==> src/rtl/pipe_ctrl_pkg.sv <==
// rtl/pipe_ctrl_pkg.sv - shared encodings and helpers for the pipeline hazard controller
// Purpose: FSM state encodings, default data-memory wait limit, the
// stall/clear control bundle type and a counter-width helper.
package pipe_ctrl_pkg;

  // FSM state encodings
  localparam logic [1:0] ST_RUN      = 2'd0;
  localparam logic [1:0] ST_MEM_WAIT = 2'd1;
  localparam logic [1:0] ST_FLUSH    = 2'd2;

  // Data-memory wait cycles tolerated before the timeout flag is raised
  localparam int MAX_WAIT_DEF = 15;

  // Pipe-register control bundle: stalls hold a stage, clears insert a bubble
  typedef struct packed {
    logic stall_if;
    logic stall_iss;
    logic stall_ex;
    logic stall_mem;
    logic clr_iss;
    logic clr_ex;
  } ctl_t;

  // Wait counter is at least 4 bits and wide enough to hold max_wait
  function automatic int wait_cnt_w(input int max_wait);
    int w;
    w = $clog2(max_wait + 1);
    return (w < 4) ? 4 : w;
  endfunction

endpackage

==> src/rtl/ld_use_det.sv <==
// rtl/ld_use_det.sv - combinational load-use hazard compare
// Purpose: flags when the instruction in issue reads the destination of a
// load currently in EX. Register x0 never creates a hazard.
// Ports:
//   ld_ex_i       - a load occupies EX
//   rd_ex_i       - destination register of the EX instruction
//   rs1_iss_i     - source register 1 of the issue instruction
//   rs2_iss_i     - source register 2 of the issue instruction
//   rs_used_iss_i - [0] rs1 is read, [1] rs2 is read
//   ld_use_o      - load-use hazard present
module ld_use_det (
  input  logic       ld_ex_i,
  input  logic [4:0] rd_ex_i,
  input  logic [4:0] rs1_iss_i,
  input  logic [4:0] rs2_iss_i,
  input  logic [1:0] rs_used_iss_i,
  output logic       ld_use_o
);

  logic w_rs1_hit;
  logic w_rs2_hit;
  logic w_rd_nz;

  assign w_rd_nz   = (rd_ex_i != 5'd0);
  assign w_rs1_hit = (rs1_iss_i == rd_ex_i) & rs_used_iss_i[0];
  assign w_rs2_hit = (rs2_iss_i == rd_ex_i) & rs_used_iss_i[1];
  assign ld_use_o  = ld_ex_i & w_rd_nz & (w_rs1_hit | w_rs2_hit);

endmodule

==> src/rtl/pipe_hazard_ctrl.sv <==
// rtl/pipe_hazard_ctrl.sv - pipeline stall/flush controller
// Purpose: generates pipe-register hold (stall) and bubble (clr) controls for
// data-memory waits, branch mispredict flushes and load-use hazards, plus a
// sticky memory-wait timeout flag and saturating stall/flush counters.
// Ports:
//   clk, reset        - clock, synchronous active-high reset
//   rs1/rs2_iss_i     - issue-stage source registers
//   rs_used_iss_i     - issue-stage source-read enables
//   ld_ex_i, rd_ex_i  - load in EX and its destination
//   brn_mispred_ex_i  - EX resolved a mispredict
//   dmem_req_mem_i    - MEM access pending
//   dmem_ack_i        - memory completes the access
//   stall_*_o         - hold pipe register contents
//   clr_iss_o/clr_ex_o- insert bubble into pipe register
//   mem_timeout_o     - sticky memory-wait timeout
//   stall_cnt_o       - cycles with issue stalled (saturating)
//   flush_cnt_o       - mispredict flushes taken (saturating)
module pipe_hazard_ctrl
  import pipe_ctrl_pkg::*;
#(
  parameter int MAX_WAIT = MAX_WAIT_DEF
) (
  input  logic        clk,
  input  logic        reset,
  input  logic [4:0]  rs1_iss_i,
  input  logic [4:0]  rs2_iss_i,
  input  logic [1:0]  rs_used_iss_i,
  input  logic        ld_ex_i,
  input  logic [4:0]  rd_ex_i,
  input  logic        brn_mispred_ex_i,
  input  logic        dmem_req_mem_i,
  input  logic        dmem_ack_i,
  output logic        stall_if_o,
  output logic        stall_iss_o,
  output logic        stall_ex_o,
  output logic        stall_mem_o,
  output logic        clr_iss_o,
  output logic        clr_ex_o,
  output logic        mem_timeout_o,
  output logic [31:0] stall_cnt_o,
  output logic [31:0] flush_cnt_o
);

  localparam int CW = wait_cnt_w(MAX_WAIT);
  localparam logic [CW-1:0] WAIT_LIM = CW'(MAX_WAIT);

  logic [1:0]    r_state;
  logic [CW-1:0] r_wait_cnt;
  logic          r_timeout;
  logic [31:0]   r_stall_cnt;
  logic [31:0]   r_flush_cnt;

  logic [1:0]    w_state_nxt;
  logic          w_mem_stall;
  logic          w_ld_use;
  logic          w_mp_take;
  logic          w_wait_step;
  logic [CW-1:0] w_wait_inc;
  ctl_t          w_ctl;

  ld_use_det u_ld_use_det (
    .ld_ex_i       (ld_ex_i),
    .rd_ex_i       (rd_ex_i),
    .rs1_iss_i     (rs1_iss_i),
    .rs2_iss_i     (rs2_iss_i),
    .rs_used_iss_i (rs_used_iss_i),
    .ld_use_o      (w_ld_use)
  );

  assign w_mem_stall = dmem_req_mem_i & ~dmem_ack_i;

  always_comb begin
    w_ctl       = '0;
    w_state_nxt = r_state;
    w_mp_take   = 1'b0;
    if (w_mem_stall) begin
      // Memory wait freezes the whole pipe; any pending flush or bubble
      // is deferred because EX/ISS contents are held in place.
      w_ctl.stall_if  = 1'b1;
      w_ctl.stall_iss = 1'b1;
      w_ctl.stall_ex  = 1'b1;
      w_ctl.stall_mem = 1'b1;
      if (r_state == ST_RUN) begin
        w_state_nxt = ST_MEM_WAIT;
      end
    end else begin
      case (r_state)
        ST_FLUSH: begin
          // Kill the wrong-path fetch returned by the synchronous imem
          w_ctl.clr_iss = 1'b1;
          w_state_nxt   = ST_RUN;
        end
        default: begin
          // RUN, or the ack cycle of MEM_WAIT: the EX instruction that was
          // held during the wait is now live, so it is resolved here.
          w_state_nxt = ST_RUN;
          if (brn_mispred_ex_i) begin
            w_ctl.clr_iss = 1'b1;
            w_ctl.clr_ex  = 1'b1;
            w_mp_take     = 1'b1;
            w_state_nxt   = ST_FLUSH;
          end else if (w_ld_use) begin
            w_ctl.stall_if  = 1'b1;
            w_ctl.stall_iss = 1'b1;
            w_ctl.clr_ex    = 1'b1;
          end
        end
      endcase
    end
  end

  // Wait counter advances on each stalled cycle spent in MEM_WAIT and
  // saturates at the limit so it never wraps back below it.
  assign w_wait_step = (r_state == ST_MEM_WAIT) & w_mem_stall & (r_wait_cnt != WAIT_LIM);
  assign w_wait_inc  = r_wait_cnt + 1'b1;

  always_ff @(posedge clk) begin
    if (reset) begin
      r_state     <= ST_RUN;
      r_wait_cnt  <= '0;
      r_timeout   <= 1'b0;
      r_stall_cnt <= '0;
      r_flush_cnt <= '0;
    end else begin
      r_state <= w_state_nxt;
      if ((r_state == ST_RUN) && w_mem_stall) begin
        r_wait_cnt <= '0;
      end else if (w_wait_step) begin
        r_wait_cnt <= w_wait_inc;
        if (w_wait_inc == WAIT_LIM) begin
          r_timeout <= 1'b1;
        end
      end
      if (w_ctl.stall_iss && (r_stall_cnt != 32'hFFFF_FFFF)) begin
        r_stall_cnt <= r_stall_cnt + 32'd1;
      end
      if (w_mp_take && (r_flush_cnt != 32'hFFFF_FFFF)) begin
        r_flush_cnt <= r_flush_cnt + 32'd1;
      end
    end
  end

  // Controls are forced idle while reset is asserted
  assign stall_if_o    = w_ctl.stall_if  & ~reset;
  assign stall_iss_o   = w_ctl.stall_iss & ~reset;
  assign stall_ex_o    = w_ctl.stall_ex  & ~reset;
  assign stall_mem_o   = w_ctl.stall_mem & ~reset;
  assign clr_iss_o     = w_ctl.clr_iss   & ~reset;
  assign clr_ex_o      = w_ctl.clr_ex    & ~reset;
  assign mem_timeout_o = r_timeout;
  assign stall_cnt_o   = r_stall_cnt;
  assign flush_cnt_o   = r_flush_cnt;

endmodule

==> config.mk <==
export PLATFORM = sky130hd
export DESIGN_NAME = pipe_hazard_ctrl
export DESIGN_NICKNAME = d
export VERILOG_FILES = /design/src/rtl/pipe_ctrl_pkg.sv /design/src/rtl/ld_use_det.sv /design/src/rtl/pipe_hazard_ctrl.sv
export SDC_FILE = /design/constraint.sdc
export NUM_CORES = 1
export LEC_CHECK = 0
export BUFFER_PORTS_ARGS = -buffer_cell sky130_fd_sc_hd__buf_2
export CAP_MARGIN = 20
export CORE_MARGIN = 8
export CORE_UTILIZATION = 50
export CTS_BUF_LIST = sky130_fd_sc_hd__clkbuf_8
export CTS_CLUSTER_DIAMETER = 40
export DETAILED_ROUTE_END_ITERATION = 12
export PLACE_DENSITY = 0.76
export SETUP_SLACK_MARGIN = 0.05
export SYNTH_ARGS = -nofsm -noshare
export SYNTH_HDL_FRONTEND = slang
export SYNTH_SLANG_ARGS = --single-unit
==> constraint.sdc <==
create_clock -name clk -period 2.1 [get_ports clk]
set_clock_uncertainty 0.2 [all_clocks]
set_input_delay 0.21 -clock clk [delete_from_list [all_inputs] [get_ports clk]]
set_output_delay 0.21 -clock clk [all_outputs]
set_load 0.01 [all_outputs]
==> impl_metrics.toml, run 1 <==
[critical_path]
path_class = "flop to flop"
cpMaxStageDelayCell = "or4b_4"
worst_path_buf_inv = 1
startpoint = "stall_cnt_o[20]"
worst_setup_path_end_kind = "flop"
timing.critical_path.cells = "nand4_1 > buf_4 > nor2_4 > nand4_1 > nor2_1 > or4b_4 > a21oi_2"
cp_data_required_time_ps = 2180
worstPathArrival_ps = 2220
worst-r2r-setup-slack_ps = -40
worstRegToRegCells = 7
path_depth = 7
worst_path_largest_cell_delay_ps = 470
critical-path-top-delay-family = "simple AND/OR/NAND/NOR gates"
setup.worst_path.end = "stall_cnt_o[29]"
worst_r2r_startpoint = "stall_cnt_o[20]"
cp-start-kind = "flop"
critical-path-top-cell-by-count = "nand4_1"
timing.rr.end = "stall_cnt_o[29]"
worst-path-max-fanout = 5

[placement]
io_buffers = 93
placement.cell_area_sq_um = 4830
dp_cells = 694
detailedPlace.worstSlack_ps = -124
place.gp.congestion = 0.856
detailed_place_hpwl_mm = 8.04

[sta]
maxClockFrequency_ghz = 0.468
worst_slack_ps = -38.3
hold_violations = 0
post-route-period-util = 1.02
period_minus_slack_ps = 2140
max_slew_margin = 0.634
timing.setup.tns_ps = -94.5
setup_viol = 5
setup_repair_after_global_routing_missed_its_margin = "true"
max_slew.worst_pin.slew_ps = 545
drv_slew = 0

[finish]
drive_above_1_share = 0.449
finish.instance_area_sq_um = 5430
growth_of_design_area_from_synthesis_to_finish_pct = 47.5
final_cell_count_no_fill = 729
nets = 653
insertedDiodeCount = 0

[routing]
drt_wl_total_mm = 12.1
wire_per_inst_um = 16.7
drt-pass1-iter-count = 5
routed_via_density = 5.71
route.vias.total = 4164
detailedRoute.firstIterationViolations = 165
route.antenna.remaining_nets = 0
route.detailed.drc = 0

[cts]
numCtsBuffers = 9
cts_tree = "yes"
clock_transition_at_the_registers_of_the_reported_paths_ps = 80
ctsHoldBuffers = 0
cts.root.buffer_cell = "clkbuf_8"
cts_buffer_depth = 2
htreeDepth = 3
cts.sinks = 71
insertion_delay_ps = 350

[synth]
post_synth_xor_area_fraction = 0.109
syn_avg_cell_area_sq_um = 8.28
synth.mux.area_fraction = 0.0115
synth.yosys.warnings = 0
yosys.cell_types.count = 48
synthesis.instances = 445
netlist.top_cell.by_area = "dfxtp_1"
yosys.area_share.simple = 0.332
mappedNetlistNets = 472
netlist_area_sq_um = 3680
largest_family_of_logic_cells_by_synthesized_area = "simple AND/OR/NAND/NOR gates"
ys_seq_area_frac = 0.386
synth-compound-area-share = 0.108
synth-adder-area-share = 0.0136
ys_seq_elements = 71
synth_top_cell_area_share = 0.386
synth_top_cells_by_area = "dfxtp_1 39%, xor2_1 6.4%, nor2_1 6.1%"

[floorplanning]
die-area_sq_um = 10400
fp.dieW_um = 102
floorplan.initialDensity = 0.511
die_h_um = 102
core_area_sq_um = 7210
std_cell_rows = 31
num_io_pins = 94

[flow_run]
drv_cap = 0

[power]
peakVddDrop_uv = 402
power_density_nw_per_um2 = 499
power_leakage_nw = 2.31

[run_status]
outcome = "finished, violations left"
violations = "setup timing"

[grt]
via_count_of_the_first_global_routing_pass = 3961
overflow = 0
grt_pass1_wl_mm = 18.4
grt_antenna_before_repair = 0
grt_start_max_net_pins = 32
grt_usage = 0.219

[worst_hold_path]
worst_hold_path_type = "input port to flop"
sequential cells by signal, indices dropped and copies added, names as in the netlist:
signal / count
flush_cnt_o: 32
mem_timeout_o: 1
stall_cnt_o: 32
r_state: 2
r_wait_cnt: 4
final cells by class:
class,instances,area (sq um)
clock buffer,11,151
clock inverter,4,46.3
fill,506,1780
inverter,13,48.8
multi-input combinational,341,2370
sequential,71,1460
tap,99,124
timing repair buffer,190,1240
power breakdown:
part / switching [mW] / internal [mW] / leakage (nW)
combinational: 0.126 / 0.0955 / 1.62
clock: 0.531 / 0.602 / 0.103
sequential: 0.00611 / 1.35 / 0.584
total: 0.664 / 2.05 / 2.31
synthesized netlist by cell type, drive strengths merged:
cell    instances
a21oi          26
a22oi           1
a31o            1
a41oi           1
and2            1
and3           14
and4            2
buf             9
clkbuf         11
dfxtp          71
ha              4
inv            13
mux2            2
mux2i           2
nand2          26
nand2b          2
nand3          30
nand4          36
nand4b          2
nor2           61
nor2b           5
nor3           12
nor3b           1
nor4            7
o211ai          2
o21ai          11
o221ai          1
o22ai           1
o311ai          1
o31ai          14
o41ai           3
or2             1
or3             9
or4            15
or4b            1
xnor2          19
xor2           27
worst register-to-register path, delay by kind of cell (launching register included):
family	cells	cell delay, ps
flops	1	350
compound gates	1	140
buf+inv	1	190
simple gates	5	1200
routing by layer:
| layer | vias to the layer above | share of wire | global-route usage |
|---|---|---|---|
| li1 | 1973 | - | - |
| met1 | 1984 | 0.39 | 0.251 |
| met2 | 173 | 0.51 | 0.381 |
| met3 | 34 | 0.065 | 0.0463 |
| met4 | 0 | 0.028 | 0.0982 |
| met5 | - | 0 | 0 |
worst min path at each step:
stage	from	to	slack [ps]	cells after the start
floorplan	brn_mispred_ex_i	r_state[1]	200	2
detailed placement	mem_timeout_o	mem_timeout_o	260	2
global placement	mem_timeout_o	mem_timeout_o	270	2
global route	dmem_ack_i	r_state[1]	30	4
CTS	dmem_ack_i	r_state[1]	0.8	4
finish	dmem_ack_i	r_state[1]	2	4
cell usage in the layout, fill, tap and decap left out, types with 9 or more instances in the layout:
master,n
a21oi_1,15
a21oi_2,11
and3_1,9
buf_2,93
buf_4,90
clkbuf_8,11
dfxtp_1,51
dfxtp_2,16
inv_1,14
nand2_1,24
nand3_1,19
nand3_2,11
nand4_1,34
nor2_1,57
o31ai_1,13
or4_1,12
xnor2_1,19
xor2_1,27
timing repair:
action | 4_1_cts | 5_1_grt
endpoints found under the hold margin | 0 | 0
buffers inserted | 7 | 12
gates resized for setup | 11 | 61
gates cloned | 0 | 1
setup endpoints to repair | 38 | 61
pin swaps | 20 | 43
metrics by stage:
step	total power, mW	hold slack, ps	utilization
6_report	2.71	2.39	0.753
5_1_grt	2.79	29.9	0.753
4_1_cts	2.70	0.810	0.709
3_5_place_dp	1.60	265	0.669
3_3_place_gp	1.59	266	0.669
2_1_floorplan	1.50	201	-
cell families (layout without fill, tap and decap cells):
logic type	after synthesis	in the layout
and+or+nand+nor	225	225
DFF	71	71
xor gates and xnor gates	46	46
muxes	4	4
buffers and inverters	33	218
AOI/OAI and AO/OA	62	62
adders and majority gates	4	4
No activity file was read; power rests on OpenSTA's default activity.
==> run 2, diff against run 1 <==
CELL_PAD_IN_SITES_DETAIL_PLACEMENT = 0   (was unset)
CELL_PAD_IN_SITES_GLOBAL_PLACEMENT = 1   (was unset)
CORE_UTILIZATION = 36   (was 50)
PLACE_DENSITY = 0.75   (was 0.76)
==> run 2 against run 1 <==
  * The run still ends with setup timing left
  * First-iteration DRC count fell by 10%
  * Flip-flop and latch count unchanged
  * Sequential share of layout area is 1.3 points lower
  * Critical path type unchanged
  * Critical endpoint is now stall_cnt_o[22]
==> impl_metrics.toml, run 2 (synthesis gave the netlist of run 1 again) <==
[run_status]
outcome = "finished, violations left"
violations = "setup timing"

[floorplanning]
std_cell_rows = 37
fp.dieW_um = 117
num_io_pins = 94
die_h_um = 117
core_area_sq_um = 10100
die-area_sq_um = 13700
floorplan.initialDensity = 0.363

[placement]
dp_cells = 738
placement.cell_area_sq_um = 4930
detailed_place_hpwl_mm = 8.45
place.gp.congestion = 0.821
detailedPlace.worstSlack_ps = -210
io_buffers = 93

[power]
power_leakage_nw = 2.37
power.total_mw = 3.00
peakVddDrop_uv = 287
power_density_nw_per_um2 = 528

[critical_path]
worstPathArrival_ps = 2170
timing.rr.end = "stall_cnt_o[22]"
worst_path_largest_cell_delay_ps = 350
path_depth = 8
path_class = "flop to flop"
worst_path_buf_inv = 2
critical-path-top-delay-family = "simple AND/OR/NAND/NOR gates"
cp-start-kind = "flop"
startpoint = "stall_cnt_o[7]"
worst-r2r-setup-slack_ps = -40
worst_r2r_startpoint = "stall_cnt_o[7]"
timing.critical_path.cells = "and4_4 > and3_4 > nand4_1 > nand3_4 > buf_16 > buf_4 > o31ai_1 > a21oi_2"
cp_data_required_time_ps = 2130
worst_setup_path_end_kind = "flop"
setup.worst_path.end = "stall_cnt_o[22]"
worst-path-max-fanout = 5
cpMaxStageDelayCell = "o31ai_1"
worstRegToRegCells = 8

[routing]
drt_wl_total_mm = 11.7
route.detailed.drc = 0
route.vias.total = 4034
wire_per_inst_um = 15.1
drt-pass1-iter-count = 4
route.antenna.remaining_nets = 0
detailedRoute.firstIterationViolations = 148
routed_via_density = 5.23

[grt]
via_count_of_the_first_global_routing_pass = 4030
grt_antenna_before_repair = 0
grt_start_max_net_pins = 33
overflow = 0
grt_usage = 0.174
grt_pass1_wl_mm = 19.0

[worst_hold_path]
worst_hold_path_type = "input port to flop"
worst_hold_path.num_cells = 2

[flow_run]
drv_cap = 0

[sta]
worst_slack_ps = -44.1
hold_violations = 0
post-route-period-util = 1.02
max_slew_margin = 0.639
setup_viol = 2
max_slew.worst_pin.slew_ps = 536
period_minus_slack_ps = 2140
maxClockFrequency_ghz = 0.466
drv_slew = 0
setup_repair_after_global_routing_missed_its_margin = "true"

[finish]
most_frequent_cells_in_the_layout = "93 x buf_2, 90 x buf_4, 57 x nor2_1"
final_cell_count_no_fill = 772
insertedDiodeCount = 0
nets = 658
growth_of_design_area_from_synthesis_to_finish_pct = 53.9
final_common_cell = "buf_2"
finish.instance_area_sq_um = 5670
drive_above_1_share = 0.456

[cts]
cts.root.buffer_cell = "clkbuf_8"
clock_transition_at_the_registers_of_the_reported_paths_ps = 80
numCtsBuffers = 9
cts_buffer_depth = 2
cts_tree = "yes"
insertion_delay_ps = 340
cts.sinks = 71
htreeDepth = 3
run 2: metal layers:
| metal | GRT usage | vias to the layer above | routed length (um) |
|---|---|---|---|
| met5 | 0 | - | 0 |
| met3 | 0.0426 | 27 | 556 |
| met1 | 0.194 | 1922 | 4870 |
| met4 | 0.0742 | 0 | 301 |
| met2 | 0.310 | 94 | 5950 |
| li1 | - | 1991 | - |
run 2: power by group:
part	switching [mW]	leakage [nW]	internal, mW
sequential	0.00577	0.582	1.35
combinational	0.135	1.66	0.110
clock	0.538	0.130	0.855
total	0.678	2.37	2.32
run 2: stage by stage:
stage	util	hold slack (ps)	TNS [ps]
floorplan	-	201	0
global placement	0.486	260	-1080
detailed placement	0.486	256	-2050
CTS	0.530	95.6	-40.6
global route	0.559	141	-1170
finish	0.559	116	-77.5
run 2: layout make-up:
| class | instances | area [sq um] |
|---|---|---|
| Sequential cell | 71 | 1450 |
| Timing Repair Buffer | 195 | 1310 |
| Fill cell | 964 | 4470 |
| Multi-Input combinational cell | 341 | 2440 |
| Tap cell | 136 | 170 |
| Clock buffer | 11 | 151 |
| Inverter | 13 | 48.8 |
| Clock inverter | 5 | 104 |
run 2: timing repair:
item / 4_1_cts / 5_1_grt
pin swaps: 20 / 61
endpoints found under the hold margin: 1 / 0
gates cloned: 1 / 0
setup endpoints to repair: 32 / 63
resized for setup: 22 / 58
setup buffers: 8 / 8
hold buffers: 1 / 0
run 2: worst register-to-register path: stages, from the launching register on:
cell     delay (ps)
dfxtp_2         330
and4_4          180
and3_4          180
nand4_1         200
nand3_4         170
buf_16          190
buf_4           140
o31ai_1         350
a21oi_2         100
run 2: how the worst min path moves through the flow:
stage | from | end
after floorplan | brn_mispred_ex_i | r_state[1]
after global placement | mem_timeout_o | mem_timeout_o
after detailed placement | mem_timeout_o | mem_timeout_o
after CTS | dmem_req_mem_i | r_state[1]
after global routing | dmem_req_mem_i | r_state[1]
final | reset | flush_cnt_o[16]
